<file path="src/rtl/nec_prefetch_queue.sv">
`default_nettype none
// ============================================================================
// Module   : nec_prefetch_queue
// Brief    : Parametrised instruction prefetch queue for the NEC front end.
//            Issues sequential code fetches from its own fetch pointer (PFP),
//            buffers the returned bytes in a circular byte queue and exposes
//            a WINDOW-byte view to the pre-decoder. The pre-decoder retires a
//            variable number of bytes per cycle. A flush restarts fetching at
//            a new offset and discards any fetch still in flight.
// Options  : PREFETCH_PERF_EN adds perf_flush_cnt / perf_starve_cnt outputs.
// Revision : 1.0 - initial release
// ============================================================================
module nec_prefetch_queue #(
    parameter int DEPTH     = 8,
    parameter int BUS_BYTES = 2,
    parameter int WINDOW    = 6,
    parameter int CNT_W     = $clog2(DEPTH + 1)
) (
    input  logic                   clk,
    input  logic                   reset_n,
    output logic                   fetch_req,
    output logic [15:0]            fetch_addr,
    input  logic                   fetch_ack,
    input  logic [8*BUS_BYTES-1:0] fetch_data,
    input  logic                   flush,
    input  logic [15:0]            flush_pc,
    output logic [8*WINDOW-1:0]    win_data,
    output logic [CNT_W-1:0]       win_count,
    input  logic                   consume,
    input  logic [CNT_W-1:0]       consume_count
`ifdef PREFETCH_PERF_EN
    ,
    output logic [15:0]            perf_flush_cnt,
    output logic [15:0]            perf_starve_cnt
`endif
);

    localparam int PTR_W = $clog2(DEPTH);

    localparam logic [0:0] S_IDLE = 1'b0;
    localparam logic [0:0] S_REQ  = 1'b1;

    localparam logic [15:0] LANE_MASK = 16'(BUS_BYTES - 1);

    logic [0:0]       state_q,   state_d;
    logic [15:0]      addr_q,    addr_d;
    logic [15:0]      restart_q, restart_d;
    logic             discard_q, discard_d;
    logic [CNT_W-1:0] count_q,   count_d;
    logic [PTR_W-1:0] rd_ptr_q,  rd_ptr_d;
    logic [PTR_W-1:0] wr_ptr_q,  wr_ptr_d;
    logic [7:0]       mem_q [DEPTH];

    logic [15:0]      w_lane;
    logic [PTR_W-1:0] w_off;
    logic [CNT_W-1:0] w_n;
    logic [CNT_W-1:0] w_free;
    logic             w_take;
    logic             w_cons;
    logic [CNT_W-1:0] w_add;
    logic [CNT_W-1:0] w_sub;

    // Lane offset of the current fetch address; an unaligned fetch only
    // delivers the upper lanes, so it yields fewer bytes.
    always_comb begin
        w_lane = fetch_addr & LANE_MASK;
        w_off  = w_lane[PTR_W-1:0];
        w_n    = CNT_W'(BUS_BYTES) - CNT_W'(w_lane);
        w_free = CNT_W'(DEPTH) - count_q;
        // A flush in the ack cycle drops the data, as does a discarded fetch.
        w_take = (state_q == S_REQ) && fetch_ack && !discard_q && !flush;
        w_cons = consume && !flush;
        w_add  = w_take ? w_n : '0;
        w_sub  = w_cons ? consume_count : '0;
    end

    // Next-state logic for the request FSM, pointers, count and fetch pointer.
    always_comb begin
        state_d   = state_q;
        addr_d    = addr_q;
        restart_d = restart_q;
        discard_d = discard_q;
        count_d   = count_q;
        rd_ptr_d  = rd_ptr_q;
        wr_ptr_d  = wr_ptr_q;

        if (flush) begin
            count_d  = '0;
            rd_ptr_d = '0;
            wr_ptr_d = '0;
            if ((state_q == S_REQ) && !fetch_ack) begin
                // Bus cycle still outstanding: keep the request (and its
                // address) up until the ack, then drop that data and restart.
                discard_d = 1'b1;
                restart_d = flush_pc;
            end else begin
                state_d   = S_IDLE;
                discard_d = 1'b0;
                addr_d    = flush_pc;
            end
        end else begin
            count_d = count_q + w_add - w_sub;
            if (w_take) begin
                wr_ptr_d = wr_ptr_q + w_n[PTR_W-1:0];
                addr_d   = addr_q + 16'(w_n);
            end
            if (w_cons) begin
                rd_ptr_d = rd_ptr_q + consume_count[PTR_W-1:0];
            end
            case (state_q)
                S_IDLE: begin
                    if (w_free >= CNT_W'(BUS_BYTES)) begin
                        state_d = S_REQ;
                    end
                end
                S_REQ: begin
                    if (fetch_ack) begin
                        state_d = S_IDLE;
                        if (discard_q) begin
                            discard_d = 1'b0;
                            addr_d    = restart_q;
                        end
                    end
                end
                default: state_d = S_IDLE;
            endcase
        end
    end

    // Control state registers with synchronous active-low reset.
    always_ff @(posedge clk) begin
        if (!reset_n) begin
            state_q   <= S_IDLE;
            addr_q    <= '0;
            restart_q <= '0;
            discard_q <= 1'b0;
            count_q   <= '0;
            rd_ptr_q  <= '0;
            wr_ptr_q  <= '0;
        end else begin
            state_q   <= state_d;
            addr_q    <= addr_d;
            restart_q <= restart_d;
            discard_q <= discard_d;
            count_q   <= count_d;
            rd_ptr_q  <= rd_ptr_d;
            wr_ptr_q  <= wr_ptr_d;
        end
    end

    // Byte storage: write the valid lanes of an accepted fetch at wr_ptr.
    always_ff @(posedge clk) begin
        if (w_take) begin
            for (int k = 0; k < BUS_BYTES; k++) begin
                if (PTR_W'(k) >= w_off) begin
                    mem_q[wr_ptr_q + PTR_W'(k) - w_off] <= fetch_data[8*k +: 8];
                end
            end
        end
    end

    // Pre-decoder window: bytes beyond the valid count read as zero.
    always_comb begin
        win_count = (count_q > CNT_W'(WINDOW)) ? CNT_W'(WINDOW) : count_q;
        win_data  = '0;
        for (int i = 0; i < WINDOW; i++) begin
            if (CNT_W'(i) < win_count) begin
                win_data[8*i +: 8] = mem_q[rd_ptr_q + PTR_W'(i)];
            end
        end
    end

    assign fetch_req  = (state_q == S_REQ);
    assign fetch_addr = addr_q;

    // The pre-decoder may only retire bytes that are actually in the window.
    a_consume_legal: assert property (@(posedge clk) disable iff (!reset_n)
        (consume && !flush) |-> (consume_count != '0 && consume_count <= win_count));

`ifdef PREFETCH_PERF_EN
    logic [15:0] perf_flush_q;
    logic [15:0] perf_starve_q;

    // Saturating event counters for flushes and window-starved fetch cycles.
    always_ff @(posedge clk) begin
        if (!reset_n) begin
            perf_flush_q  <= '0;
            perf_starve_q <= '0;
        end else begin
            if (flush && (perf_flush_q != 16'hFFFF)) begin
                perf_flush_q <= perf_flush_q + 16'd1;
            end
            if ((win_count == '0) && fetch_req && (perf_starve_q != 16'hFFFF)) begin
                perf_starve_q <= perf_starve_q + 16'd1;
            end
        end
    end

    assign perf_flush_cnt  = perf_flush_q;
    assign perf_starve_cnt = perf_starve_q;
`endif

endmodule
`default_nettype wire

</file>
<file path="config.mk">
export PLATFORM = sky130hd
export DESIGN_NAME = nec_prefetch_queue
export DESIGN_NICKNAME = d
export VERILOG_FILES = /design/src/rtl/nec_prefetch_queue.sv
export SDC_FILE = /design/constraint.sdc
export NUM_CORES = 1
export LEC_CHECK = 0
export CAP_MARGIN = 10
export CORE_ASPECT_RATIO = 0.6
export CORE_MARGIN = 2
export CORE_UTILIZATION = 35
export CTS_CLUSTER_DIAMETER = 200
export CTS_CLUSTER_SIZE = 16
export DETAILED_ROUTE_END_ITERATION = 12
export MAX_ROUTING_LAYER = met4
export PLACE_DENSITY = 0.66
export REMOVE_ABC_BUFFERS = 1
export SYNTH_ARGS = -nofsm -noshare
export SYNTH_HDL_FRONTEND = slang
export SYNTH_SLANG_ARGS = --single-unit
</file>
<file path="constraint.sdc">
create_clock -name clk -period 4.4 [get_ports clk]
set_input_delay 1.1 -clock clk [delete_from_list [all_inputs] [get_ports clk]]
set_output_delay 1.1 -clock clk [all_outputs]
set_load 0.02 [all_outputs]
</file>
==> results_dict.tcl, run 1 <==
set metrics [dict create \
    vias 6383 \
    avgSynthCellArea_um2 11.3 \
    cp.buffers_inverters 3 \
    hold_class "flop to flop" \
    drc 0 \
    avgRoutedWirePerCell_um 21.6 \
    overflow 0 \
    crit_family "buffers and inverters" \
    rows 43 \
    fp.dieArea_mm2 0.0245 \
    antennaDiodeCount 0 \
    hold_ws_ps 460 \
    drtPass1Iterations 5 \
    post_cts_buffers 0 \
    post-route-util 0.432 \
    setup_viol 0 \
    async_reset_ff_frac 0 \
    status "completed" \
    top_level_ports 110 \
    vias_per_cell 5.59 \
    whs_endpoint "restart_q[8]$_SDFFE_PN0P_" \
    hold_depth 2 \
    areaGrowthSynthToFinish_pct 21.9 \
    layout-drive-gt1-share 0.243 \
    drt_iter0_markers 538 \
    finalCritPeriodShare 0.971 \
    power_leakage_nw 3.40 \
    synth_edf_count 64 \
    worst_pin_slew_ps 1070 \
    cts_root_buf "clkbuf_16" \
    antenna_found_initial 0 \
    gp_congestion 0.917 \
    synth_ff_type "edfxtp_1" \
    crit_fanout 9 \
    relSlewSlack 0.283 \
    clock_latency_ps 360 \
    nFillCells 2122 \
    critPathSlowestCell "xnor2_1" \
    die_x_um 201 \
    syn-cell-area_mm2 0.00812 \
    p_per_area_mw_per_mm2 296 \
    ff2ff_path_depth 7 \
    ys_warn_count 0 \
    fin_worst_skew_ps 9.04 \
    maxSlewViolCount 0 \
    cp_cell_sequence "inv_1, ha_1, xnor2_1, buf_4, mux4_2, a22o_1, clkdlybuf4s50_1" \
    final_hold_viol_count 0 \
    critical_path.startpoint "rd_ptr_q[0]$_SDFFE_PP0N_" \
    rsz0062_at_grt "false" \
    grt_pass1_vias 5878 \
    final.setup.worst_slack_ps 129 \
    cts_tree "yes" \
    path_clk_slew_ps 70 \
    vdd_drop_max_mv 0.284 \
    cts_inserted_buffers 9 \
    synth_cell_types 59 \
    dpl_worst_slack_ps 524 \
    drtAntennaViolNets 0 \
    grtUsageTotal 0.209 \
    final_cell_mix "nand2_1, clkdlybuf4s50_1, mux4_2" \
    nNetsFinal 885 \
    r2r_start "fetch_addr[0]$_SDFFE_PN0N_" \
    grt_pass1_wl_mm 37.3 \
    required_ps 3300 \
    total_power_w 0.00293 \
    io_buffers 108 \
    cts-resized-gates 0 \
    crit_path_max_incr_delay_ps 780 \
    coreArea_mm2 0.0229 \
    ys_seq_elements 111 \
    place_area_mm2 0.00957 \
    cts_hold_buf 0 \
    final.min_clock_period_ps 4270 \
    ys_seq_area_frac 0.353 \
    final_common_cell "nand2_1" \
    r2r-end "mem_q[5][1]$_DFFE_PP_" \
    arrival_ps 3170 \
    clock-sinks 111 \
    routed_wl_mm 24.6 \
    fin_area_mm2 0.00990 \
    r2r_slack_ps 1710 \
    hp-start "restart_q[8]$_SDFFE_PN0P_" \
    die_height_um 122 \
    clk_path_buf_depth 2 \
    cap_violations 0 \
    crit_type "flop to primary output" \
    end_kind "primary output" \
    netlist_instances 721 \
    start_util 0.354 \
    timing.fmax_mhz 234 \
    cts_max_level 3 \
    setup.worst_path.start_class "flop" \
    dp_hpwl_mm 17.9 \
    grt_max_degree 48 \
]
## cells by family (layout without fill, tap and decap cells)
logic type,after synthesis,in the layout,share of synthesized area
adder cells (fa/ha/maj),23,23,0.0391
flip-flops,111,111,0.353
other,1,1,0.000462
buffers and inverters,67,172,0.0393
XOR/XNOR,26,26,0.0280
AO/OA/AOI/OAI,118,118,0.0918
multiplexers,162,162,0.330
AND/OR/NAND/NOR,213,213,0.118
## metrics by stage
stage / setup TNS (ps) / cells
final: 0 / 1141
after global routing: 0 / 1141
after CTS: 0 / 1141
after detailed placement: 0 / 1125
after global placement: 0 / 1125
after floorplan: -32110 / 672
## how the worst max path moves through the flow
stage | end | slack [ps] | depth (start not counted)
6_report | win_data[27] | 130 | 7
5_1_grt | win_data[27] | 7 | 7
4_1_cts | win_data[27] | 120 | 7
3_5_place_dp | win_data[29] | 520 | 7
3_3_place_gp | win_data[29] | 550 | 7
2_1_floorplan | win_data[31] | -1500 | 5
## registers in the layout, summed over array words and instances, names as in the netlist, named ones only
register and count:
discard_q 1, fetch_req 1, mem_q 64, count_q 4, wr_ptr_q 3, fetch_addr 16
restart_q 16, rd_ptr_q 3
## per-layer routing
layer | GRT usage | vias up | routed length, um
met3 | 0.0554 | 21 | 2610
li1 | - | 2928 | -
met5 | - | - | 0
met1 | 0.312 | 3144 | 11700
met4 | 0.0398 | 0 | 267
met2 | 0.280 | 290 | 10100
## cells in the mapped netlist, drive strengths merged, types with 2 or more instances
library cell  count  area (um^2)
nand3            12         80.1
o22ai             5         31.3
nor3              9         55.1
ha               19          238
fa                4         80.1
a31oi             2         12.5
nor2b             4         25.0
o2111ai           4         35.0
o21ai            11         55.1
nand2b            4         27.5
or2               3         18.8
dfxtp            47          941
and3              5         31.3
o31ai             4         30.0
a211oi            4         30.0
xor2             13          114
buf              32          186
or3               3         18.8
mux2             70          848
clkinv            2         7.51
a22oi             3         22.5
nand2           128          480
o21bai            2         15.0
inv              16         60.1
o211ai            2         15.0
mux2i            19          190
nand4             4         25.0
a22o              9         78.8
a21boi            5         37.5
a21o              2         15.0
and2              9         56.3
o311ai            2         17.5
mux4             73         1640
edfxtp           64         1920
o2bb2ai           3         26.3
nor2             28          105
xnor2            13          114
a21oi            54          270
clkbuf           17         65.1
## worst min-delay path: stages, from the launching register on
cell and delay, ps:
dfxtp_1 310, nand2_1 50, a21oi_1 50
## where the power goes
group,switching (W),internal (W)
registers,0.0000483,0.00113
logic,0.000440,0.000390
clock network,0.000412,0.000507
## final cells by class
type	instances	area (um^2)	area share
clock buffers	9	225	0.0228
clock inverters	7	101	0.0102
inverters	18	67.6	0.00683
multi-input cells	543	4940	0.499
flip-flops and latches	111	2860	0.289
well taps	315	394	0.0398
repair buffers	138	1310	0.132
No activity file was read; power rests on OpenSTA's default activity.
==> inputs of run 2 (changes only) <==
==> constraint.sdc (replaced) <==
create_clock -name clk -period 4.4 [get_ports clk]
set_input_delay 0.44 -clock clk [delete_from_list [all_inputs] [get_ports clk]]
set_output_delay 0.44 -clock clk [all_outputs]
set_load 0.02 [all_outputs]
==> run 2 against run 1 <==
  * Via count rose by 0.80%
  * Largest power group unchanged
  * Sequential cell count is the same
  * Critical path depth is 1 higher
  * Fmax is 11% higher
  * Sequential power about the same
  * Design area down 0.78%
==> results_dict.tcl, run 2 (same netlist as run 1, synthesis figures left out) <==
set metrics [dict create \
    status "completed" \
    arrival_ps 3420 \
    coreArea_mm2 0.0229 \
    cts_inserted_buffers 9 \
    grtUsageTotal 0.206 \
    final_hold_viol_count 0 \
    maxSlewViolCount 0 \
    cts_hold_buf 0 \
    required_ps 3960 \
    p_per_area_mw_per_mm2 285 \
    grt_max_degree 48 \
    setup.worst_path.start_class "flop" \
    antennaDiodeCount 0 \
    vias 6434 \
    rsz0062_at_grt "false" \
    path_common_cell "buf_4" \
    io_buffers 108 \
    nNetsFinal 881 \
    crit_fanout 17 \
    crit_path_max_incr_delay_ps 800 \
    cts_tree "yes" \
    dpl_worst_slack_ps 961 \
    place_area_mm2 0.00955 \
    areaGrowthSynthToFinish_pct 20.9 \
    path_clk_slew_ps 70 \
    worst_pin_slew_ps 1330 \
    end_kind "primary output" \
    drt_iter0_markers 555 \
    final_cell_mix "nand2_1, clkdlybuf4s50_1, mux4_2" \
    avgRoutedWirePerCell_um 21.5 \
    clk_path_buf_depth 2 \
    hold_class "flop to flop" \
    clock_latency_ps 360 \
    top_level_ports 110 \
    timing.fmax_mhz 259 \
    dp_hpwl_mm 17.7 \
    final.min_clock_period_ps 3860 \
    rows 43 \
    critPathSlowestCell "xnor2_1" \
    final_common_cell "nand2_1" \
    die_x_um 201 \
    fp.dieArea_mm2 0.0245 \
    total_power_w 0.00279 \
    overflow 0 \
    relSlewSlack 0.106 \
    power_leakage_nw 3.35 \
    antenna_found_initial 0 \
    setup_viol 0 \
    cp.buffers_inverters 4 \
    start_util 0.354 \
    largest_register_ffs 64 \
    vias_per_cell 5.66 \
    cts_max_level 3 \
    drc 0 \
    fin_worst_skew_ps 9.94 \
    grt_pass1_vias 6003 \
    drtPass1Iterations 5 \
    finalCritPeriodShare 0.878 \
    fin_area_mm2 0.00982 \
    cts_root_buf "clkbuf_16" \
    drtAntennaViolNets 0 \
    regMostFlops "mem_q" \
    vdd_drop_max_mv 0.221 \
    crit_family "buffers and inverters" \
    cap_violations 0 \
    grt_pass1_wl_mm 37.1 \
    post_cts_buffers 0 \
    routed_wl_mm 24.4 \
    cp_cell_sequence "inv_1, buf_4, ha_1, xnor2_1, buf_4, mux4_2, a22o_1, clkdlybuf4s50_1" \
    final.setup.worst_slack_ps 539 \
    clock-sinks 111 \
    cts-resized-gates 0 \
    crit_type "flop to primary output" \
    layout-drive-gt1-share 0.238 \
    die_height_um 122 \
    gp_congestion 0.924 \
]
==> run 2: cell types whose count changed in the layout (fill, tap and decap cells not counted), moves of 2 or more <==
cell        delta
buf_4          -4
bufinv_16      -2
clkbuf_1       +2
clkinvlp_2     +2
==> run 2: worst reg2reg max path, cell delays in order, from the launching register on <==
cell and delay (ps):
dfxtp_1 310, buf_4 170, inv_1 150, ha_1 230, ha_1 210, xnor2_1 400
or3_1 630, o21ai_0 490, buf_4 300
==> run 2: per-layer routing <==
| metal | wire [um] | GRT usage |
|---|---|---|
| met5 | 0 | - |
| met4 | 254 | 0.0398 |
| met3 | 2570 | 0.0551 |
| met2 | 10200 | 0.289 |
| met1 | 11400 | 0.297 |
==> run 2: power by group <==
group | internal, W | switching, W | total (W)
Clock | 0.000393 | 0.000405 | 0.000798
Sequential | 0.00113 | 0.0000539 | 0.00118
Combinational | 0.000384 | 0.000431 | 0.000815
Total | 0.00191 | 0.000889 | 0.00279
==> run 2: path summary, 6_finish.rpt <==
kind	start	endpoint	slack, ps	cells after the start
worst min register to register	restart_q[3]$_SDFFE_PN0P_	restart_q[3]$_SDFFE_PN0P_	460	2
worst min-delay path	restart_q[3]$_SDFFE_PN0P_	restart_q[3]$_SDFFE_PN0P_	460	2
worst max register to register	fetch_addr[0]$_SDFFE_PN0N_	mem_q[5][2]$_DFFE_PP_	1290	8
worst max-delay path	rd_ptr_q[1]$_SDFFE_PP0N_	win_data[29]	540	8
==> run 2: area by class of cell <==
cell class / instances / area, um^2
multi-input combinational: 543 / 4940
timing repair buffer: 134 / 1280
tap: 315 / 394
fill: 2176 / 13100
clock inverter: 5 / 41.3
clock buffer: 11 / 233
sequential: 111 / 2860
inverter: 18 / 67.6
==> run 2: through the flow <==
stage | hold WS (ps) | setup TNS, ps | utilization | instances
6_report | 460 | 0 | 0.428 | 1137
3_5_place_dp | 450 | 0 | 0.416 | 1121
5_1_grt | 477 | 0 | 0.428 | 1137
3_3_place_gp | 443 | 0 | 0.416 | 1121
2_1_floorplan | 433 | -16270 | - | 672
4_1_cts | 461 | 0 | 0.428 | 1137
==> inputs of run 3 (changes only) <==
--- a/config.mk
+++ b/config.mk
@@ -12,6 +12,7 @@
 export CTS_CLUSTER_DIAMETER = 200
 export CTS_CLUSTER_SIZE = 16
 export DETAILED_ROUTE_END_ITERATION = 12
+export GPL_TIMING_DRIVEN = 0
 export MAX_ROUTING_LAYER = met4
 export PLACE_DENSITY = 0.66
 export REMOVE_ABC_BUFFERS = 1
==> run 3 against run 2 <==
  * Critical path type unchanged
  * Combinational power down 2%
  * Critical path depth decreased by 2
  * Worst setup slack worse by 240 ps
  * Clock power increased by 17%
  * Design area is 0.46% higher
  * Sequential share of layout area is 0.095 points lower
  * Power increased by 4.8%
  * Sequential power hardly changed
  * Routed wire length shrank 1.2%
  * Largest cell class unchanged
==> results_dict.tcl, run 3 (same netlist as run 1, synthesis figures left out) <==
set metrics [dict create \
    setup.worst_path.start_class "flop" \
    power_leakage_nw 3.34 \
    cts_tree "yes" \
    cp_cell_sequence "inv_1, ha_4, mux4_2, nand2_1, a21oi_1, clkdlybuf4s50_1" \
    grt_util_met2 0.286 \
    vdd_drop_max_mv 0.234 \
    hold_class "flop to flop" \
    final_common_cell "nand2_1" \
    hp-start "restart_q[2]$_SDFFE_PN0P_" \
    coreArea_mm2 0.0229 \
    drtPass1Iterations 5 \
    p_per_area_mw_per_mm2 297 \
    crit_type "flop to primary output" \
    nFillCells 2139 \
    clock_latency_ps 360 \
    cts_root_buf "clkbuf_16" \
    io_buffers 108 \
    drt_iter0_markers 546 \
    crit_fanout 20 \
    clock-sinks 111 \
    nNetsFinal 867 \
    critPathSlowestCell "dfxtp_2" \
    clk_path_buf_depth 2 \
    required_ps 3960 \
    placed_cells 1104 \
    grt.busiest_layer "met1" \
    rsz0062_at_grt "false" \
    place_area_mm2 0.00948 \
    setup_viol 0 \
    grt_pass1_wl_mm 36.9 \
    gp_congestion 0.909 \
    final.setup.tns_ps 0 \
    cap_violations 0 \
    overflow 0 \
    relSlewSlack 0.156 \
    final_hold_viol_count 0 \
    antenna_found_initial 1 \
    routed_wl_mm 24.1 \
    end_kind "primary output" \
    maxSlewViolCount 0 \
    crit_family "buffers and inverters" \
    largest_register_ffs 64 \
    grtUsageTotal 0.205 \
    areaGrowthSynthToFinish_pct 21.5 \
    dpl_worst_slack_ps -265 \
    post-route-util 0.430 \
    fp.dieArea_mm2 0.0245 \
    final.setup.worst_slack_ps 294 \
    die_height_um 122 \
    cts_inserted_buffers 9 \
    fin_area_mm2 0.00986 \
    top_level_ports 110 \
    met3_usage 0.0693 \
    critical_path.startpoint "rd_ptr_q[1]$_SDFFE_PP0N_" \
    cp.buffers_inverters 2 \
    arrival_ps 3670 \
    vias 6447 \
    grt_pass1_vias 6058 \
    cts_max_level 3 \
    use_met1 0.289 \
    cts_hold_buf 0 \
    dp_hpwl_mm 17.4 \
    rows 43 \
    path_clk_slew_ps 80 \
    grt_max_degree 50 \
    avgRoutedWirePerCell_um 21.4 \
    regMostFlops "mem_q" \
    fin_worst_skew_ps 7.99 \
    die_x_um 201 \
    layout-drive-gt1-share 0.239 \
    crit_path_max_incr_delay_ps 680 \
    timing.fmax_mhz 244 \
    worst_pin_slew_ps 1270 \
    status "completed" \
    start_util 0.354 \
    finalCritPeriodShare 0.933 \
    final.min_clock_period_ps 4110 \
    drtAntennaViolNets 0 \
    drc 0 \
    vias_per_cell 5.74 \
    final_cell_mix "nand2_1, clkdlybuf4s50_1, mux4_2" \
    r2r_start "fetch_addr[0]$_SDFFE_PN0N_" \
    fin_cells 1124 \
]
-- run 3: timing repair --
action                                  CTS  global route
gates resized for setup                   5             0
endpoints found under the hold margin     0             0
buffers inserted                          1             0
endpoints found under the setup margin   24             0
-- run 3: per-stage QoR --
| step | hold WS [ps] | total power (W) |
|---|---|---|
| floorplan | 433 | 0.00165 |
| global placement | 444 | 0.00198 |
| detailed placement | 447 | 0.00200 |
| CTS | 457 | 0.00293 |
| global route | 478 | 0.00303 |
| finish | 454 | 0.00293 |
-- run 3: layout make-up --
type                    count  area (um^2)  area share
clock buffers               9          225      0.0228
inverters                  18         71.3     0.00723
well taps                 315          394      0.0400
repair buffers            120         1210       0.123
clock inverters             7          106      0.0108
flip-flops and latches    111         2870       0.291
multi-input cells         543         4980       0.505
diodes                      1         2.50    0.000254
-- run 3: report_power, final --
group | internal (W) | switching (W)
Clock | 0.000511 | 0.000419
Combinational | 0.000386 | 0.000415
Sequential | 0.00113 | 0.0000698
-- run 3: layer usage --
metal / vias up / wire [um]
met1: 3210 / 10900
met3: 23 / 2620
li1: 2889 / -
met5: - / 0
met2: 325 / 10300
met4: 0 / 278
-- run 3: final timing paths --
path / to / slack (ps) / depth (start not counted)
worst min register to register: restart_q[2]$_SDFFE_PN0P_ / 450 / 2
worst max-delay path: win_data[40] / 290 / 6
worst max register to register: mem_q[4][1]$_DFFE_PP_ / 1090 / 5
worst min-delay path: restart_q[2]$_SDFFE_PN0P_ / 450 / 2
-- run 3: worst reg2reg max path, delay by kind of cell, from the launching register on --
kind,cells,cell delay (ps)
flops,1,570
simple gates,1,850
compound gates,1,600
fa+ha+maj,2,670
buf+inv,1,240
